--- config.mk ---
export PLATFORM = sky130hd
export DESIGN_NAME = func_rpt_ctrl
export DESIGN_NICKNAME = d
export VERILOG_FILES = /design/src/rtl/func_rpt_ctrl.sv
export SDC_FILE = /design/constraint.sdc
export NUM_CORES = 1
export LEC_CHECK = 0
export BUFFER_PORTS_ARGS = -buffer_cell sky130_fd_sc_hd__buf_4
export CAP_MARGIN = 25
export CORE_MARGIN = 2
export CORE_UTILIZATION = 46
export DETAILED_ROUTE_END_ITERATION = 6
export PLACE_DENSITY_LB_ADDON = 0.3
export SKIP_LAST_GASP = 1
export SYNTH_ARGS = -nofsm -noshare
export SYNTH_HDL_FRONTEND = slang
export SYNTH_SLANG_ARGS = --single-unit
--- constraint.sdc ---
create_clock -name clk -period 4 [get_ports clk]
set_input_delay 0.8 -clock clk [delete_from_list [all_inputs] [get_ports clk]]
set_output_delay 0.8 -clock clk [all_outputs]
set_load 0.01 [all_outputs]
--- src/rtl/func_rpt_ctrl.sv ---
// ---------------------------------------------------------------------------
// func_rpt_ctrl
//
// Repeat sequencer for the function unit's shifter path. Runs one
// single-operand shift/rotate (RRC, SWPB, RRA, SXT) count+1 times. Each
// iteration feeds the previous result and carry back into the function unit.
// SWPB and SXT always run exactly once.
//
// Handshake: start is a level that is sampled only while the controller is
// idle. The request is accepted on the clock edge where start=1 and the
// state is IDLE. A start seen while busy is high, including in the done
// cycle, is dropped and is not queued. done pulses for one cycle. result
// and CVNZ_out then hold until the next run finishes or until reset.
//
// Ports
//   clk, rst_n         clock, synchronous active-low reset
//   start              launch request (IDLE only)
//   op[1:0]            00 RRC, 01 SWPB, 10 RRA, 11 SXT
//   count[CNT_W-1:0]   repeat count, iterations = count+1
//   BW_in              byte mode (1 = byte)
//   operand[SIZE-1:0]  initial destination value
//   Cin_in             initial carry
//   F_in, CVNZ_in      function unit result and flags (bit 3 = C)
//   FUNC_en, FS, Cin, BW, A, B   function unit drive
//   busy, done         status (busy covers RUN and DONE)
//   result, CVNZ_out   final value and flags, held
//   o_dbg_state        current FSM state (0 IDLE, 1 RUN, 2 DONE)
// ---------------------------------------------------------------------------
module func_rpt_ctrl #(
    parameter int SIZE  = 16,
    parameter int CNT_W = 4
) (
    input  logic             clk,
    input  logic             rst_n,
    input  logic             start,
    input  logic [1:0]       op,
    input  logic [CNT_W-1:0] count,
    input  logic             BW_in,
    input  logic [SIZE-1:0]  operand,
    input  logic             Cin_in,
    input  logic [SIZE-1:0]  F_in,
    input  logic [3:0]       CVNZ_in,
    output logic             FUNC_en,
    output logic [5:0]       FS,
    output logic             Cin,
    output logic             BW,
    output logic [SIZE-1:0]  A,
    output logic [SIZE-1:0]  B,
    output logic             busy,
    output logic             done,
    output logic [SIZE-1:0]  result,
    output logic [3:0]       CVNZ_out,
    output logic [1:0]       o_dbg_state
);

    typedef enum logic [1:0] {
        ST_IDLE = 2'd0,
        ST_RUN  = 2'd1,
        ST_DONE = 2'd2
    } state_t;

    state_t            r_state;
    state_t            w_next_state;
    logic [SIZE-1:0]   r_work;
    logic              r_carry;
    logic              r_bw;
    logic [5:0]        r_fs;
    logic [CNT_W-1:0]  r_remaining;
    logic [SIZE-1:0]   r_result;
    logic [3:0]        r_cvnz;
    logic              w_last;

    // The final iteration is the one that starts with nothing left to do.
    // Testing for zero before decrementing means the counter never wraps,
    // even when count is all ones.
    assign w_last = (r_remaining == '0);

    // State register and datapath registers
    always_ff @(posedge clk) begin
        if (!rst_n) begin
            r_state     <= ST_IDLE;
            r_work      <= '0;
            r_carry     <= 1'b0;
            r_bw        <= 1'b0;
            r_fs        <= 6'b100000;
            r_remaining <= '0;
            r_result    <= '0;
            r_cvnz      <= 4'h0;
        end else begin
            r_state <= w_next_state;
            case (r_state)
                ST_IDLE: begin
                    if (start) begin
                        r_work  <= operand;
                        r_carry <= Cin_in;
                        r_bw    <= BW_in;
                        // FS bits: shifter group, carry from Cin port,
                        // destination on B. The low two bits carry the op.
                        r_fs    <= {4'b1010, op};
                        // SWPB/SXT (op[0]=1) are not repeatable.
                        r_remaining <= op[0] ? '0 : count;
                    end
                end
                ST_RUN: begin
                    r_work  <= F_in;
                    r_carry <= CVNZ_in[3];
                    if (w_last) begin
                        r_result <= F_in;
                        r_cvnz   <= CVNZ_in;
                    end else begin
                        r_remaining <= r_remaining - CNT_W'(1);
                    end
                end
                default: ;
            endcase
        end
    end

    // Next-state logic
    always_comb begin
        w_next_state = r_state;
        case (r_state)
            ST_IDLE: if (start) w_next_state = ST_RUN;
            ST_RUN:  if (w_last) w_next_state = ST_DONE;
            ST_DONE: w_next_state = ST_IDLE;
            default: w_next_state = ST_IDLE;
        endcase
    end

    // Outputs. The function unit inputs are driven only while iterating,
    // so the unit sees quiet inputs when it is not enabled.
    always_comb begin
        FUNC_en = 1'b0;
        busy    = 1'b0;
        done    = 1'b0;
        B       = '0;
        Cin     = 1'b0;
        BW      = 1'b0;
        case (r_state)
            ST_RUN: begin
                FUNC_en = 1'b1;
                busy    = 1'b1;
                B       = r_work;
                Cin     = r_carry;
                BW      = r_bw;
            end
            ST_DONE: begin
                busy = 1'b1;
                done = 1'b1;
            end
            default: ;
        endcase
    end

    assign FS          = r_fs;
    assign A           = '0;
    assign result      = r_result;
    assign CVNZ_out    = r_cvnz;
    assign o_dbg_state = r_state;

endmodule
Yosys cells after proc, flatten, opt, wreduce, memory -nomap -nowiden:

Cells that the tools add are included.

* word-level logic and storage cells: 40
* input bits: 47
* bits in registers: 47

* add/subtract/negate cells: 1
* reductions and logical operators: 9
* equality and inequality tests: 5
* mux-type cells: 17

Operators with widths (number)
* $mux 16: 2
* $pmux 16 s2: 1
* $mux 4: 3
* $pmux 4 s2: 1
* $reduce_and 2->1: 4
* $mux 1: 6
* $ne 2x2->1 const B: 3
* $logic_not 4->1: 1
* $mux 2: 2
* $pmux 2 s2: 1
* $sub 4x1->4 const B: 1
* $reduce_and 3->1: 1
* $eq 2x1->1 const B: 1
* $eq 2x2->1 const B: 1
* $logic_not 2->1: 1
* $pmux 1 s2: 1
* $reduce_bool 2->1: 1
* $reduce_or 2->1: 1

Longest topological paths before layout:

* depth after elaboration: 3
* gate-level depth with buffers: 7
* mapped depth without buffers: 5

Worst setup path after synthesis:

Ideal clock, no wire load.

* path type: reg-to-output
* from: register r_state[1], in the netlist o_dbg_state[1]
* to: output B[10]
* setup slack: 1778 ps
* cell stages (with the launch flop): 7
* arrival: 1422 ps
* path buffers: 3
* cell sequence: dfxtp_1 > inv_1 > ha_1 > buf_4 > clkbuf_4 > buf_2 > and2_1

* cells in the longest elaborated chain, start to end: 2

RTL lines
* start: declaration: RTL line 62 `state_t r_state;`
* start signal: assignment: RTL line 90 `r_state <= w_next_state;`
* $eq 2x1->1: RTL line 139 `case (r_state)`
* $mux 16: RTL line 139
* end: declaration: RTL line 48 `output logic [SIZE-1:0] B,`

Every way passes these cells.

Final worst setup path:

* from: register r_state[1], in the netlist o_dbg_state[1]
* to: output B[3]

The elaborated chain is that of the path after synthesis.

==> results.md <==
* Status: finished, final reports clean
* Core area at 0.00507 mm²
* Vias in the first global route at 1,949
* Crit path buf inv count at 3
* Switching portion of total power at 0.387
* Overall power at 2.04 mW
* Die W at 76.2 µm
* Vias/cell at 4.81
* Yosys warnings at 0
* Top delay family on crit path: buffers and inverters
* Comb power frac at 0.493
* Cell Area, Placed at 0.00300 mm²
* Actual slew at the worst max-slew pin at 905 ps
* Post-synth top area share at 0.392
* Total setup buffers inserted after CTS at 0
* CTS Buf Count at 5
* Leak at 1.36 nW
* CP endpoint: B[3]
* GRT Total Usage at 0.186
* Clk pwr share at 0.163
* Worst path cell trace: inv_1, ha_2, buf_4, and2_1, buf_4
* F_max at 366 MHz
* Hold slack at 458 ps
* Post-layout minimum cycle time at 2730 ps
* Slew HR at 0.396
* Synth Instances at 271
* GRT Residual Overflow at 0
* Post-synth top cells: dfxtp_1 (47), nand2_1 (47), a21oi_1 (29)
* Wl on met1 at 2340 µm
* Startpoint types: flip-flop
* Flop pwr share at 0.344
* WL per Instance at 12.6 µm
* PwrDens at 658 mW/mm²
* Async S/R FF share, synth at 0
* Critical path arrival at 1930 ps
* Most used DFF post-synth: dfxtp_1
* Syn-to-layout area delta at 29.3%
* Fin cells at 421
* Fin. max-slew vios at 0
* CTS tree: done
* Worst R2R Setup Slack at 1720 ps
* Switching power at 791 µW
* Pre-antenna DRT Iters at 4
* Antenna cells at 0
* I/O Pins at 112
* Fin util at 0.611
* Slack of the critical path at 1270 ps
* Reg2Reg Depth at 6
* CTS root buffer: clkbuf_8
* Flops & latches, synth at 47
* Met3 routed WL at 467 µm
* Setup violations, final at 0
* Clk_lat worst skew at 290 ps
* Sequential area share after synthesis at 0.392
* CTS max path bufs at 2
* Met2 wire len at 2470 µm
* Largest net degree at the start of global routing at 44
* Final RePlAce weighted congestion at 0.806
* Unrepaired setup endpoints after global routing: false
* Filler instances at 485
* Layout cells sized above 1 at 0.350
* CP Max Fanout at 28
* Vias at 2,023
* Dpl ws at 1580 ps
* Hold buffer count at CTS at 0
* Crit path depth at 5
* Post_cts resized at 0
* Routed wire length at 5320 µm
* Hpwl dp at 3810 µm
* Antenna Violating Nets Remaining at 0
* H-tree Lvls at 2
* Distinct cell type count after synthesis at 34
* Global-route wire length before repair at 9070 µm
* DIE HEIGHT at 76.2 µm
* Starting Density at 0.473
* Worst r2r src: o_dbg_state[1]
* CP endpoint kind: primary output
* Placed Cells incl. Taps at 414
* Req. time, crit path at 3200 ps
* Most Frequent Cell on Critical Path: buf_4
* I/O Buffers at 92
* Post-Syn Area at 0.00240 mm²
* Post-synth EDFFs at 0
* CTS clock-pin slew for the worst setup and hold paths at 80 ps
* DRC viols at 0
* Setup Skew at 2.59 ps
* Final instance area at 0.00310 mm²
* Internal power at 1.25 mW
* Critical path class: reg -> out
* Num rows at 26
* Slowest stage cell, crit path: ha_2
* Die area at 0.00581 mm²
* Clock sink count at 47
* Max-cap viol count at 0
* Max layer used: met4
* Sum of negative setup slack at 0 ps
* Max stage delay on crit path at 490 ps
* Starting DRT DRC Count at 50
* Reg-to-Reg End: r_remaining[1]
* Nets at 403
* Initial antenna violation count at 0
* Min-Delay Path Class: reg -> reg
* Crit path from: o_dbg_state[1]
* Final period util at 0.683
* Synth area leader: dfxtp_1
* Worst vdd ir at 0.000431 V
* Largest cells by area after synthesis: dfxtp_1 (39%), a211oi_2 (8.9%), mux2i_1 (7.5%)
* Final Hold Viols at 0
* Mean Syn Cell Area at 8.85 µm²
[layer usage]
layer  global-route usage  vias to the layer above
met2                0.326                       85
met4               0.0382                        0
met1                0.228                      901
met3               0.0533                        6
met5                    0                        -
li1                     -                     1031
[layout make-up]
class / instances / area, µm² / share of cell area
multi-input cells: 198 / 1240 / 0.402
flip-flops and latches: 47 / 941 / 0.303
repair buffers: 94 / 706 / 0.228
well taps: 70 / 87.6 / 0.0282
clock buffers: 6 / 72.6 / 0.0234
clock inverters: 1 / 30.0 / 0.00969
inverters: 5 / 18.8 / 0.00605
[power by group through the flow]
stage	Clock (mW)	Combinational [mW]	Sequential (mW)
2_1_floorplan	0	0.743	0.723
3_3_place_gp	0	0.994	0.709
3_5_place_dp	0	1.02	0.713
4_1_cts	0.343	1.02	0.703
5_1_grt	0.362	1.12	0.725
6_report	0.332	1.01	0.703
[kinds of logic (layout without fill, tap and decap cells)]
| logic type | after synthesis | in the layout | synth area share |
|---|---|---|---|
| buf+inv | 43 | 106 | 0.116 |
| fa+ha+maj | 5 | 5 | 0.0261 |
| compound gates | 55 | 55 | 0.185 |
| flops | 47 | 47 | 0.392 |
| other cells | 2 | 19 | 0.00313 |
| simple gates | 100 | 100 | 0.196 |
| mux | 19 | 19 | 0.0814 |
[registers in the layout (all words and copies together), names as in the netlist]
| register | flops |
|---|---|
| r_bw | 1 |
| r_carry | 1 |
| CVNZ_out | 4 |
| result | 16 |
| r_remaining | 4 |
| FS | 3 |
| r_work | 16 |
| o_dbg_state | 2 |
[worst min-delay path by stage]
stage                            from           to  cells past startpoint
final                     CVNZ_out[0]  CVNZ_out[0]                      2
after global routing            FS[1]        FS[1]                      2
after CTS                 CVNZ_out[0]  CVNZ_out[0]                      2
after detailed placement  CVNZ_out[0]  CVNZ_out[0]                      2
after global placement           r_bw         r_bw                      2
after floorplan                  r_bw         r_bw                      2
[worst min-delay path, delay by kind of cell, from the launching register on]
kind	cells	cell delay, ps
AO/OA/AOI/OAI	1	50
flip-flops	1	310
AND/OR/NAND/NOR	1	50
[cells in the final DEF, fill, tap and decap left out, types with 4 or more instances in the layout]
cell type,instances
a21oi_1,29
mux2i_1,18
nand2_1,47
ha_1,4
conb_1,19
buf_4,94
and2_1,18
a211oi_2,17
nand3_1,4
clkbuf_8,5
dfxtp_1,47
nor2_1,22
inv_1,4
Power figures use the tool's default switching activity.
